### src/rtl/buzzer_pkg.sv
// Shared definitions for the panel buzzer tone generator.
//   estado_t           : sequencer state encoding (OCIOSO/TOM/PAUSA/FIM)
//   meio_periodo_calc  : half-period in clock cycles of tone 'indice', clamped to >= 1
//   clog2_min1         : ceiling log2, never below 1 (safe as a vector width)
// Optional feature macro used by the top: BUZZER_PAUSA_EN.
package buzzer_pkg;

  typedef enum logic [1:0] {
    OCIOSO = 2'd0,
    TOM    = 2'd1,
    PAUSA  = 2'd2,
    FIM    = 2'd3
  } estado_t;

  // Tone i runs at base_hz*(i+1); a square wave needs two half periods per cycle.
  function automatic int unsigned meio_periodo_calc(input int unsigned clock_hz,
                                                    input int unsigned base_hz,
                                                    input int unsigned indice);
    int unsigned hp;
    hp = clock_hz / (2 * base_hz * (indice + 1));
    if (hp == 0) hp = 1;
    return hp;
  endfunction

  function automatic int unsigned clog2_min1(input int unsigned v);
    int unsigned r;
    r = 0;
    for (int i = 0; i < 32; i++) begin
      if ((64'(1) << i) < 64'(v)) r = i + 1;
    end
    if (r == 0) r = 1;
    return r;
  endfunction

endpackage

### src/rtl/buzzer_multitom_divisor.sv
// Programmable half-period divider with toggle flop.
// Ports:
//   clock        in  system clock, rising edge
//   reset        in  synchronous, active-high
//   habilita     in  count enable; low clears counter and output
//   reinicia     in  restart request; clears counter and output on this edge
//   meio_periodo in  half period in cycles (>= 1)
//   pulso        out square wave, toggles each time the counter wraps
module buzzer_divisor #(
  parameter int unsigned W = 8
) (
  input  logic         clock,
  input  logic         reset,
  input  logic         habilita,
  input  logic         reinicia,
  input  logic [W-1:0] meio_periodo,
  output logic         pulso
);

  logic [W-1:0] cont_q;
  logic         pulso_q;

  always_ff @(posedge clock) begin
    if (reset || reinicia || !habilita) begin
      cont_q  <= '0;
      pulso_q <= 1'b0;
    end else if (cont_q >= meio_periodo - W'(1)) begin
      // >= rather than == so a stale count above a new limit still wraps
      cont_q  <= '0;
      pulso_q <= ~pulso_q;
    end else begin
      cont_q  <= cont_q + W'(1);
    end
  end

  assign pulso = pulso_q;

endmodule

### src/rtl/buzzer_multitom.sv
// Panel buzzer tone generator: N_TONS one-hot selectable square-wave tones.
// Continuous mode follows the live selector while conta=1; timed mode plays a
// latched tone for DUR cycles, 1-15 times, after a one-cycle tocar pulse.
// Ports:
//   clock, reset (sync, active-high)
//   conta        in  continuous-mode enable (level)
//   tocar        in  start timed sequence (1-cycle pulse)
//   seletor      in  one-hot tone select, lowest set bit wins, 0 = silence
//   repeticoes   in  beep count for timed mode, 0 treated as 1
//   pulso        out square wave to the buzzer pin
//   ocupado      out high while a timed sequence runs
//   fim          out 1-cycle pulse when a timed sequence completes
// Config macro: BUZZER_PAUSA_EN inserts a silent DUR-cycle pause between beeps.
// Handshake: ocupado is high for every TOM/PAUSA cycle; fim is high only in the
// single FIM cycle that follows; tocar is accepted only while ocupado=0 and fim=0.
// The sequencer state is held in estado_q for external checkers.
module buzzer_multitom
  import buzzer_pkg::*;
#(
  parameter int unsigned CLOCK_FREQ = 50_000_000,
  parameter int unsigned N_TONS     = 4,
  parameter int unsigned FREQ_BASE  = 500,
  parameter int unsigned DURACAO_MS = 200
) (
  input  logic              clock,
  input  logic              reset,
  input  logic              conta,
  input  logic              tocar,
  input  logic [N_TONS-1:0] seletor,
  input  logic [3:0]        repeticoes,
  output logic              pulso,
  output logic              ocupado,
  output logic              fim
);

  localparam int unsigned DUR_RAW = DURACAO_MS * (CLOCK_FREQ / 1000);
  localparam int unsigned DUR     = (DUR_RAW == 0) ? 1 : DUR_RAW;
  localparam int unsigned DW      = clog2_min1(DUR);
  localparam int unsigned IDXW    = clog2_min1(N_TONS);
  localparam int unsigned HPW     = clog2_min1(meio_periodo_calc(CLOCK_FREQ, FREQ_BASE, 0) + 1);
  localparam logic [DW-1:0] DUR_ULT = DW'(DUR - 1);

  // Half-period lookup, fixed at elaboration
  logic [HPW-1:0] hp_tab [N_TONS];
  for (genvar g = 0; g < N_TONS; g++) begin : g_hp
    assign hp_tab[g] = HPW'(meio_periodo_calc(CLOCK_FREQ, FREQ_BASE, g));
  end

  function automatic logic [IDXW-1:0] menor_bit(input logic [N_TONS-1:0] s);
    logic [IDXW-1:0] r;
    r = '0;
    for (int i = N_TONS - 1; i >= 0; i--) begin
      if (s[i]) r = IDXW'(i);
    end
    return r;
  endfunction

  estado_t           estado_q, estado_d;
  logic [DW-1:0]     dur_q, dur_d;
  logic [3:0]        rep_q, rep_d;
  logic [N_TONS-1:0] lat_q, lat_d;
  logic              hab_q;
  logic [IDXW-1:0]   idx_q;

  logic              hab;
  logic              reinicia;
  logic [IDXW-1:0]   idx;
  logic [HPW-1:0]    hp_sel;

  always_comb begin
    estado_d = estado_q;
    dur_d    = dur_q;
    rep_d    = rep_q;
    lat_d    = lat_q;
    ocupado  = 1'b0;
    fim      = 1'b0;
    hab      = 1'b0;
    reinicia = 1'b0;
    idx      = '0;

    case (estado_q)
      OCIOSO: begin
        if (tocar) begin
          // hab stays low so the divider is cleared for the first beep
          lat_d    = seletor;
          rep_d    = (repeticoes == 4'd0) ? 4'd1 : repeticoes;
          dur_d    = '0;
          estado_d = TOM;
        end else if (conta) begin
          hab      = |seletor;
          idx      = menor_bit(seletor);
          // a different tone restarts the wave; silence->tone needs nothing
          // because the divider was already cleared while silent
          reinicia = hab && hab_q && (idx != idx_q);
        end
      end

      TOM: begin
        ocupado = 1'b1;
        idx     = menor_bit(lat_q);
        // dropping enable on the last cycle clears the divider so the next
        // beep (or pause / FIM) starts from counter 0, pulso 0
        hab     = (|lat_q) && (dur_q != DUR_ULT);
        if (dur_q == DUR_ULT) begin
          dur_d = '0;
          rep_d = rep_q - 4'd1;
          if (rep_q > 4'd1) begin
`ifdef BUZZER_PAUSA_EN
            estado_d = PAUSA;
`else
            estado_d = TOM;
`endif
          end else begin
            estado_d = FIM;
          end
        end else begin
          dur_d = dur_q + DW'(1);
        end
      end

`ifdef BUZZER_PAUSA_EN
      PAUSA: begin
        ocupado = 1'b1;
        if (dur_q == DUR_ULT) begin
          dur_d    = '0;
          estado_d = TOM;
        end else begin
          dur_d = dur_q + DW'(1);
        end
      end
`endif

      FIM: begin
        fim      = 1'b1;
        estado_d = OCIOSO;
      end

      default: estado_d = OCIOSO;
    endcase
  end

  always_ff @(posedge clock) begin
    if (reset) begin
      estado_q <= OCIOSO;
      dur_q    <= '0;
      rep_q    <= '0;
      lat_q    <= '0;
      hab_q    <= 1'b0;
      idx_q    <= '0;
    end else begin
      estado_q <= estado_d;
      dur_q    <= dur_d;
      rep_q    <= rep_d;
      lat_q    <= lat_d;
      hab_q    <= hab;
      idx_q    <= idx;
    end
  end

  assign hp_sel = hp_tab[idx];

  buzzer_divisor #(.W(HPW)) u_divisor (
    .clock        (clock),
    .reset        (reset),
    .habilita     (hab),
    .reinicia     (reinicia),
    .meio_periodo (hp_sel),
    .pulso        (pulso)
  );

endmodule

### config.mk
export PLATFORM = sky130hd
export DESIGN_NAME = buzzer_multitom
export DESIGN_NICKNAME = d
export VERILOG_FILES = /design/src/rtl/buzzer_pkg.sv /design/src/rtl/buzzer_multitom_divisor.sv /design/src/rtl/buzzer_multitom.sv
export SDC_FILE = /design/constraint.sdc
export NUM_CORES = 1
export LEC_CHECK = 0
export CORE_AREA = 2 2 80 82
export CTS_CLUSTER_SIZE = 20
export DETAILED_ROUTE_END_ITERATION = 12
export DIE_AREA = 0 0 82 84
export DONT_BUFFER_PORTS = 1
export MAX_ROUTING_LAYER = met4
export PLACE_DENSITY = 0.78
export SLEW_MARGIN = 20
export SYNTH_ARGS = -nofsm -noshare
export SYNTH_HDL_FRONTEND = slang
export SYNTH_HIERARCHICAL = 1
export SYNTH_SLANG_ARGS = --single-unit
### constraint.sdc
create_clock -name clock -period 4.9 [get_ports clock]
set_clock_uncertainty 0.15 [all_clocks]
set_input_delay 0.49 -clock clock [delete_from_list [all_inputs] [get_ports clock]]
set_output_delay 0.49 -clock clock [all_outputs]
set_load 0.005 [all_outputs]
After elaboration in Yosys (flattened, before gate mapping)
Index checks and enable logic that the tools add are counted.

Bits in registers: 54. Input port bits: 12. Output and inout bits: 3. Logic and storage cells: 76.

Add/subtract/negate cells: 4. $lt $le $gt $ge: 3. Equal/unequal tests: 7. Multiplexer cells: 36. Bitwise operators: 2. Reduce and logical (&&, ||, !) cells: 16.

Operator list (number): two-way mux 24 bit (2); case mux 24 bit (2 select lines) (1); binary-select mux 16 bit (select 2 bit) (1); two-way mux 16 bit (2); two-way mux 2 bit (16); adder 24 x 1 -> 24 bit (second input constant) (1); == test 24 bit (second input constant) (1); inequality test 24 bit (second input constant) (1); adder 16 x 1 -> 16 bit (second input constant) (1); >= comparator 16 bit (1); subtractor 16 x 1 -> 16 bit (second input constant) (1); two-way mux 4 bit (3); case mux 2 bit (2 select lines) (2); case mux 4 bit (2 select lines) (1); OR reduction 4 bit (2); two-way mux 1 bit (7); AND reduction 2 bit (3); greater-than comparator 4 x 1 -> 1 bit (second input constant) (1); logical NOT 4 bit (1); inequality test 2 bit (second input constant) (2); subtractor 4 x 1 -> 4 bit (second input constant) (1); >= comparator 3 bit (second input constant) (1); logical AND 1 bit (3); NOT 2 -> 3 bit (1); other kinds (11) (12).

Logic depth before layout (Yosys ltp)
Gate-level depths: netlist of the first run.

Depth after elaboration: 17. Depth in mapped cells: 19. Gate-level depth less buffers: 17.

Hierarchy
The synthesis of the first run kept the hierarchy.

Modules (own cells, without submodules): buzzer_multitom (times used 1, cells an instance 252, area an instance 2085.8 um^2, sequential area each 740.7 um^2); buzzer_divisor (times used 1, cells an instance 160, area an instance 1296.2 um^2, sequential area each 340.3 um^2).

Worst setup path after synthesis of the first run
Ideal clock, no wire load.

Path kind: input-to-reg. From: in tocar. To: reg u_divisor.cont_q[10]. Setup time: 128 ps. Arrival: 4528 ps. Required time: 4622 ps. Slack: 94 ps. Cell stages on the path: 16. Cell sequence: or4b_2 > o32a_1 > inv_1 > ha_1 > inv_1 > or4_1 > or3_1 > nor4_1 > xnor2_1 > ha_1 > nand4_1 > nor3_1 > o311ai_1 > nand3_1 > clkbuf_1 > nor2_1.

Longest elaborated chain between the ends: 9. Elaborated cells on any way between the ends: 16.

Ends and longest elaborated chain: start: declaration (RTL line buzzer_multitom.sv:28) `input logic tocar,`; two-way mux 2 bit (RTL line buzzer_multitom.sv:83) `if (tocar) begin`; case mux 2 bit (2 select lines) (RTL line buzzer_multitom.sv:81) `case (estado_q)`; NOT 2 -> 3 bit (not written as such) (RTL line buzzer_multitom.sv:160) `assign hp_sel = hp_tab[idx];`; binary-select mux 16 bit (select 2 bit) (RTL line buzzer_multitom.sv:160); two-way mux 16 bit (not written as such) (2 in a row) (RTL line buzzer_multitom.sv:160); named net hp_sel[13] (RTL line buzzer_multitom.sv:68) `logic [HPW-1:0] hp_sel;`; subtractor 16 x 1 -> 16 bit (RTL line buzzer_multitom_divisor.sv:27) `end else if (cont_q >= meio_periodo - W'(1)) begin`; >= comparator 16 bit (RTL line buzzer_multitom_divisor.sv:27); OR reduction 2 bit (no source line); end signal: assignment (RTL line buzzer_multitom_divisor.sv:32) `cont_q <= cont_q + W'(1);`; end: declaration (RTL line buzzer_multitom_divisor.sv:20) `logic [W-1:0] cont_q;`.

The timed path passes the listed nets, and every way through them passes these cells. The select of a mux whose other input is x is not followed. A chain may end at the register's enable or synchronous reset.

Worst setup path after layout of the first run
From: reg estado_q[1]. To: reg u_divisor.pulso_q, in the netlist u_divisor/pulso.

Longest elaborated chain between the ends: 8. Elaborated cells on any way between the ends: 14.

Ends and longest elaborated chain: start: declaration (RTL line buzzer_multitom.sv:58) `estado_t estado_q, estado_d;`; start signal: assignment (RTL line buzzer_multitom.sv:151) `estado_q <= estado_d;`; == test 2 x 1 -> 1 bit / logical NOT 2 bit (equally long branches) (RTL line buzzer_multitom.sv:81); case mux 2 bit (2 select lines) * (RTL line buzzer_multitom.sv:81); NOT 2 -> 3 bit (not written as such) * (RTL line buzzer_multitom.sv:160); binary-select mux 16 bit (select 2 bit) * (RTL line buzzer_multitom.sv:160); two-way mux 16 bit (not written as such) * (2 in a row) (RTL line buzzer_multitom.sv:160); named net hp_sel[15] (RTL line buzzer_multitom.sv:68); subtractor 16 x 1 -> 16 bit * (RTL line buzzer_multitom_divisor.sv:27); >= comparator 16 bit * (RTL line buzzer_multitom_divisor.sv:27); end signal: assignment (RTL line buzzer_multitom_divisor.sv:30) `pulso_q <= ~pulso_q;`; end: declaration (RTL line buzzer_multitom_divisor.sv:21) `logic pulso_q;`.

The timed path passes the listed nets; every way through them passes the cells marked *. The select of a mux whose other input is x is not followed.

==> results of run 1 <==
per-stage QoR:
stage          cells  setup TNS [ns]  hold WS (ns)
2_1_floorplan    418               0         0.291
3_3_place_gp     488               0         0.319
3_5_place_dp     488               0         0.340
4_1_cts          496               0        0.0678
5_1_grt          499           -1.65        0.0644
6_report         499               0        0.0839
layout make-up:
| class | instances | area, um2 | share of cell area |
|---|---|---|---|
| Tap cell | 77 | 96.3 | 0.0265 |
| Inverter | 16 | 60.1 | 0.0165 |
| Sequential cell | 54 | 1080 | 0.297 |
| Clock inverter | 2 | 12.5 | 0.00344 |
| Multi-Input combinational cell | 335 | 2240 | 0.615 |
| Clock buffer | 6 | 82.6 | 0.0227 |
| Timing Repair Buffer | 9 | 67.6 | 0.0186 |
report_power, final:
group	internal (mW)	leakage [nW]	switching [mW]	total, mW
Clock	0.114	0.0472	0.144	0.258
Sequential	0.448	0.437	0.00833	0.456
Combinational	0.0452	0.809	0.0661	0.111
Total	0.607	1.29	0.219	0.826
sequential cells by signal, summed over array words and instances (netlist names):
name              count
estado_q              2
lat_q                 4
idx_q                 2
rep_q                 4
hab_q                 1
dur_q                24
u_divisor/cont_q     16
u_divisor/pulso       1
kinds of logic after synthesis:
family | Yosys count | share of synthesized area
AO/OA/AOI/OAI | 59 | 0.115
XOR/XNOR | 42 | 0.109
adder cells (fa/ha/maj) | 27 | 0.0999
buffers and inverters | 29 | 0.0392
flip-flops | 54 | 0.320
multiplexers | 3 | 0.00962
other | 1 | 0.00111
AND/OR/NAND/NOR | 197 | 0.307
layer usage:
layer,share of wire,up-vias
li1,-,1463
met1,0.45,1336
met2,0.48,68
met3,0.045,21
met4,0.024,0
met5,0,-
synth_stat cells (6+ instances only):
library cell	n
inv_1	16
or3_1	8
xnor2_1	27
xor2_1	15
a31oi_1	6
ha_1	27
o21ai_0	11
dfxtp_1	54
nor3_1	15
nand4_1	10
nor2_1	69
a21oi_1	18
nand2_1	35
nand3_1	16
worst max path at each step:
stage | startpoint | end | slack, ns | cells after the start
floorplan | tocar | u_divisor/cont_q[10]$_SDFF_PP0_ | 0.09 | 16
global placement | tocar | u_divisor/cont_q[14]$_SDFF_PP0_ | 0.16 | 15
detailed placement | tocar | u_divisor/cont_q[6]$_SDFF_PP0_ | 0.002 | 15
CTS | estado_q[1]$_SDFFE_PP0P_ | u_divisor/cont_q[3]$_SDFF_PP0_ | 0.09 | 15
global route | estado_q[1]$_SDFFE_PP0P_ | u_divisor/cont_q[4]$_SDFF_PP0_ | -0.11 | 17
finish | estado_q[1]$_SDFFE_PP0P_ | u_divisor/pulso$_SDFFE_PP0P_ | 0.19 | 16
timing repair:
action,in CTS,in global routing
gates resized for setup,0,8
setup buffers,0,3
endpoints found under the setup margin,0,17
==> results.py, run 1 <==
metrics = {
    "run_status": {
        "run_status": "finished clean",
    },
    "placement": {
        "place.gp.congestion": 0.890,
        "portBuffers": 0,
        "dpl_cell_area_um2": 3470,
        "pre_cts_ws_ns": 0.00159,
        "place_hpwl_mm": 5.04,
    },
    "finish": {
        "layout_common_cells": "69 x nor2_1, 54 x dfxtp_1, 35 x nand2_1",
        "antennaDiodeCount": 0,
        "stdcell_area_um2": 3640,
        "finish.utilization": 0.597,
        "area.growth.synth_to_final_pct": 7.66,
        "final_common_cell": "nor2_1",
        "nets": 460,
        "fillerInstances": 546,
        "drive_above_1_share": 0.0948,
    },
    "worst_setup_path": {
        "reg2reg_depth": 16,
        "cpMostUsedCell": "buf_4",
        "regToRegEndpoint": "u_divisor/pulso$_SDFFE_PP0P_",
        "cpLargestDelayFamily": "simple AND/OR/NAND/NOR gates",
        "crit_buf_inv": 2,
        "cp_slowest_cell": "or4b_2",
        "r2r-start": "estado_q[1]$_SDFFE_PP0P_",
        "setup.worst_path.class": "reg2reg",
        "max_stage_delay_ns": 0.75,
        "r2r_setup_slack_ns": 0.19,
        "cp.required_ns": 4.99,
        "startpoint_type": "flip-flop",
        "worstPathCellList": "or4b_2 > nor4_4 > a21oi_2 > ha_2 > or4_1 > or3_1 > nor4_2 > xnor2_1 > ha_1 > nand4_1 > nor3_2 > buf_4 > buf_4 > nand2_1 > a31o_2 > a21oi_1",
        "arrival_ns": 4.80,
        "path_max_fanout": 5,
        "end_kind": "flip-flop",
    },
    "timing": {
        "final-setup-viol-count": 0,
        "min_period_ns": 4.71,
        "setup_ws_ns": 0.188,
        "drv_slew": 0,
        "fmax_mhz": 212,
        "maxSlewHeadroom": 0.531,
        "hold_viol": 0,
        "period_share": 0.962,
        "worstMarginPinSlew_ns": 0.694,
    },
    "hold_path": {
        "hold_path_depth": 1,
        "hp-start": "reset",
        "hold_class": "in2reg",
        "worstHoldEndpoint": "lat_q[0]$_SDFFE_PP0P_",
    },
    "clock_tree": {
        "cts_buffers": 5,
        "cts_root_buffer": "clkbuf_8",
        "htreeDepth": 2,
        "clockBufferDepth": 2,
        "ctsHoldBuffers": 0,
        "cts.sinks": 54,
        "clk_latency_ns": 0.31,
        "cts_tree": "yes",
        "clk_pin_slew_ns": 0.10,
    },
    "synthesis": {
        "syn_area_per_cell_um2": 8.21,
        "yosysSeqAreaShare": 0.320,
        "synth_flop_cell": "dfxtp_1",
        "synth.yosys.warnings": 6,
        "async_flop_share": 0,
        "syn_inst": 412,
        "synth-edff-count": 0,
        "netlist_area_um2": 3380,
        "ys_seq_elements": 54,
        "yosysUniqueCellTypes": 57,
        "synth_area_leaders": "dfxtp_1 32%, ha_1 10%, nor2_1 7.7%",
        "synth_top_area_share": 0.320,
        "yosysTopAreaCell": "dfxtp_1",
    },
    "route": {
        "via_per_inst": 5.79,
        "remaining_drc_errors": 0,
        "wl_mm": 6.83,
        "routedWlPerCell_um": 13.7,
        "ant_nets": 0,
        "drt-initial-drc-count": 98,
        "drtPass1Iterations": 4,
        "num_vias": 2888,
    },
    "global_route": {
        "grt_pass1_vias": 2523,
        "grtUsageMet2": 0.333,
        "grt_max_degree": 25,
        "busiest_layer": "met2",
        "use_met3": 0.0400,
        "grt_pass1_wl_mm": 11.1,
        "antenna_found_initial": 0,
        "overflow": 0,
        "grtUsageMet1": 0.255,
        "grt_use_total": 0.207,
    },
    "floorplanning": {
        "row_count": 29,
        "dieArea_um2": 6890,
        "chipWidth_um": 82,
        "die_h_um": 84,
        "initial_utilization": 0.555,
        "io_pins": 15,
        "core_um2": 6100,
    },
    "power_and_ir_drop": {
        "vdd_drop_max_uv": 136,
        "power_density_nw_per_um2": 227,
        "leakage_nw": 1.29,
        "power_mw": 0.826,
    },
    "job": {
        "maxCapViolCount": 0,
    },
}
Note: power is estimated with default switching activity, not from simulation.
==> run 2, diff against run 1 <==
Settings changed: ABC_AREA from default to 1, CORE_AREA 2 2 80 82 to 2 2 85 87, DIE_AREA 0 0 82 84 to 0 0 87 89, HOLD_SLACK_MARGIN from default to 0.15, PLACE_DENSITY 0.78 to 0.77.
==> results.py, run 2 <==
metrics = {
    "route": {
        "drtPass1Iterations": 4,
        "drt-initial-drc-count": 221,
        "wl_mm": 8.51,
        "num_vias": 3511,
        "ant_nets": 0,
        "via_per_inst": 5.38,
        "remaining_drc_errors": 0,
        "routedWlPerCell_um": 13.1,
    },
    "global_route": {
        "grt_pass1_wl_mm": 14.6,
        "overflow": 0,
        "grt_pass1_vias": 3312,
        "grt_use_total": 0.239,
        "grt_max_degree": 19,
        "antenna_found_initial": 0,
    },
    "clock_tree": {
        "cts.sinks": 54,
        "cts_tree": "yes",
        "cts_buffers": 5,
        "cts_resized": 0,
        "htreeDepth": 2,
        "clk_latency_ns": 0.31,
        "cts_root_buffer": "clkbuf_8",
        "clk_pin_slew_ns": 0.10,
        "clockBufferDepth": 2,
        "cts_setup_buffers": 0,
    },
    "worst_setup_path": {
        "max_stage_delay_ns": 0.39,
        "cpMostUsedCell": "nand2_1",
        "startpoint_type": "flip-flop",
        "path_max_fanout": 16,
        "arrival_ns": 4.27,
        "setup.worst_path.class": "reg2reg",
        "r2r_setup_slack_ns": 0.71,
        "cp_slowest_cell": "dfxtp_1",
        "worstPathCellList": "inv_1 > nand2_1 > inv_1 > nand3_1 > o21a_1 > inv_1 > ha_1 > nor2_1 > nand2_1 > nor3_2 > nand2_1 > nor2_2 > nand2_1 > xor2_1 > ha_1 > a21oi_1 > o21ai_1 > nor2_1 > nand3_2 > a21oi_1",
        "cp.required_ns": 4.98,
        "end_kind": "flip-flop",
    },
    "power_and_ir_drop": {
        "power_density_nw_per_um2": 222,
        "power_mw": 0.895,
        "vdd_drop_max_uv": 117,
        "leakage_nw": 1.59,
    },
    "floorplanning": {
        "row_count": 30,
        "die_h_um": 89,
        "dieArea_um2": 7740,
        "chipWidth_um": 87,
        "initial_utilization": 0.569,
        "core_um2": 6720,
        "io_pins": 15,
    },
    "synthesis": {
        "yosysSeqAreaShare": 0.283,
        "yosys.cell_count.top_type": "nand2_1",
        "synth_top_area_share": 0.283,
        "syn_inst": 560,
        "synth-edff-count": 0,
        "synth_flop_cell": "dfxtp_1",
        "syn_area_per_cell_um2": 6.82,
        "synth_common_cells": "118 x nand2_1, 83 x nor2_1, 72 x inv_1, 54 x dfxtp_1, 37 x nand3_1",
        "yosysTopAreaCell": "dfxtp_1",
        "synth.yosys.warnings": 6,
        "yosysUniqueCellTypes": 44,
        "synth_area_leaders": "dfxtp_1 28%, nand2_1 12%, ha_1 8.8%",
        "netlist_area_um2": 3820,
        "ys_seq_elements": 54,
        "async_flop_share": 0,
    },
    "timing": {
        "maxSlewHeadroom": 0.626,
        "holdWs_ns": 0.233,
        "worstMarginPinSlew_ns": 0.559,
        "final-setup-viol-count": 0,
        "finalSetupTns_ns": 0,
        "drv_slew": 0,
        "setup_ws_ns": 0.707,
        "min_period_ns": 4.19,
        "fmax_mhz": 239,
        "period_share": 0.856,
        "hold_viol": 0,
        "grt_setup_unrepaired": "no",
    },
    "finish": {
        "area.growth.synth_to_final_pct": 5.44,
        "regMostFlops": "dur_q",
        "top_regs": "dur_q: 24 flops, u_divisor/cont_q: 16 flops",
        "nets": 610,
        "layout_common_cells": "118 x nand2_1, 83 x nor2_1, 72 x inv_1",
        "stdcell_area_um2": 4030,
        "final_cells": 652,
        "finish.utilization": 0.599,
        "final_common_cell": "nand2_1",
        "largest_reg_flops": 24,
        "drive_above_1_share": 0.0839,
        "antennaDiodeCount": 0,
    },
    "placement": {
        "portBuffers": 0,
        "placedCellCount": 643,
        "dpl_cell_area_um2": 3910,
        "place_hpwl_mm": 6.69,
        "pre_cts_ws_ns": 0.807,
        "place.gp.congestion": 0.969,
    },
    "run_status": {
        "run_status": "finished clean",
    },
    "job": {
        "maxCapViolCount": 0,
    },
    "hold_path": {
        "hold_class": "in2reg",
    },
}
==> run 2: cells by family after synthesis <==
logic type | Yosys count | share of synthesized area
and+or+nand+nor | 308 | 0.379
buffers and inverters | 80 | 0.0858
AOI/OAI and AO/OA | 56 | 0.0845
DFF | 54 | 0.283
xor gates and xnor gates | 33 | 0.0757
adders and majority gates | 27 | 0.0884
other | 1 | 0.000982
muxes | 1 | 0.00262
==> run 2: per-layer routing <==
layer | track usage | part of all wire | vias to the layer above
li1 | - | - | 1809
met2 | 0.422 | 0.50 | 67
met1 | 0.272 | 0.44 | 1614
met5 | - | 0 | -
met3 | 0.0369 | 0.026 | 21
met4 | 0.0938 | 0.030 | 0
==> run 2: layout make-up <==
type | count | area [um2]
clock buffers | 6 | 72.6
clock inverters | 2 | 37.5
fillers | 617 | 2690
inverters | 74 | 278
multi-input cells | 434 | 2440
flip-flops and latches | 54 | 1080
well taps | 80 | 100
repair buffers | 2 | 17.5
==> run 2: timing repair <==
action	4_1_cts	5_1_grt
endpoints found under the setup margin	0	0
hold endpoints to repair	11	0
hold buffers	1	0
==> run 2: power breakdown <==
part,switching [mW],internal [mW]
sequential,0.00756,0.449
combinational,0.0866,0.0456
clock,0.154,0.153
==> run 2: worst paths after layout <==
kind / start / to / depth (start not counted)
max reg2reg: estado_q[1]$_SDFFE_PP0P_ / u_divisor/cont_q[13]$_SDFF_PP0_ / 20
min: seletor[0] / lat_q[0]$_SDFFE_PP0P_ / 2
min reg2reg: rep_q[1]$_SDFFE_PP0P_ / rep_q[1]$_SDFFE_PP0P_ / 2
max: estado_q[1]$_SDFFE_PP0P_ / u_divisor/cont_q[13]$_SDFF_PP0_ / 20
==> run 2: worst max-delay path, delay by kind of cell, from the launching register on <==
| family | cells | cell delay, ns |
|---|---|---|
| DFF | 1 | 0.39 |
| adders and majority gates | 2 | 0.66 |
| xor gates and xnor gates | 1 | 0.15 |
| and+or+nand+nor | 10 | 1.66 |
| buffers and inverters | 3 | 0.40 |
| AOI/OAI and AO/OA | 4 | 0.69 |
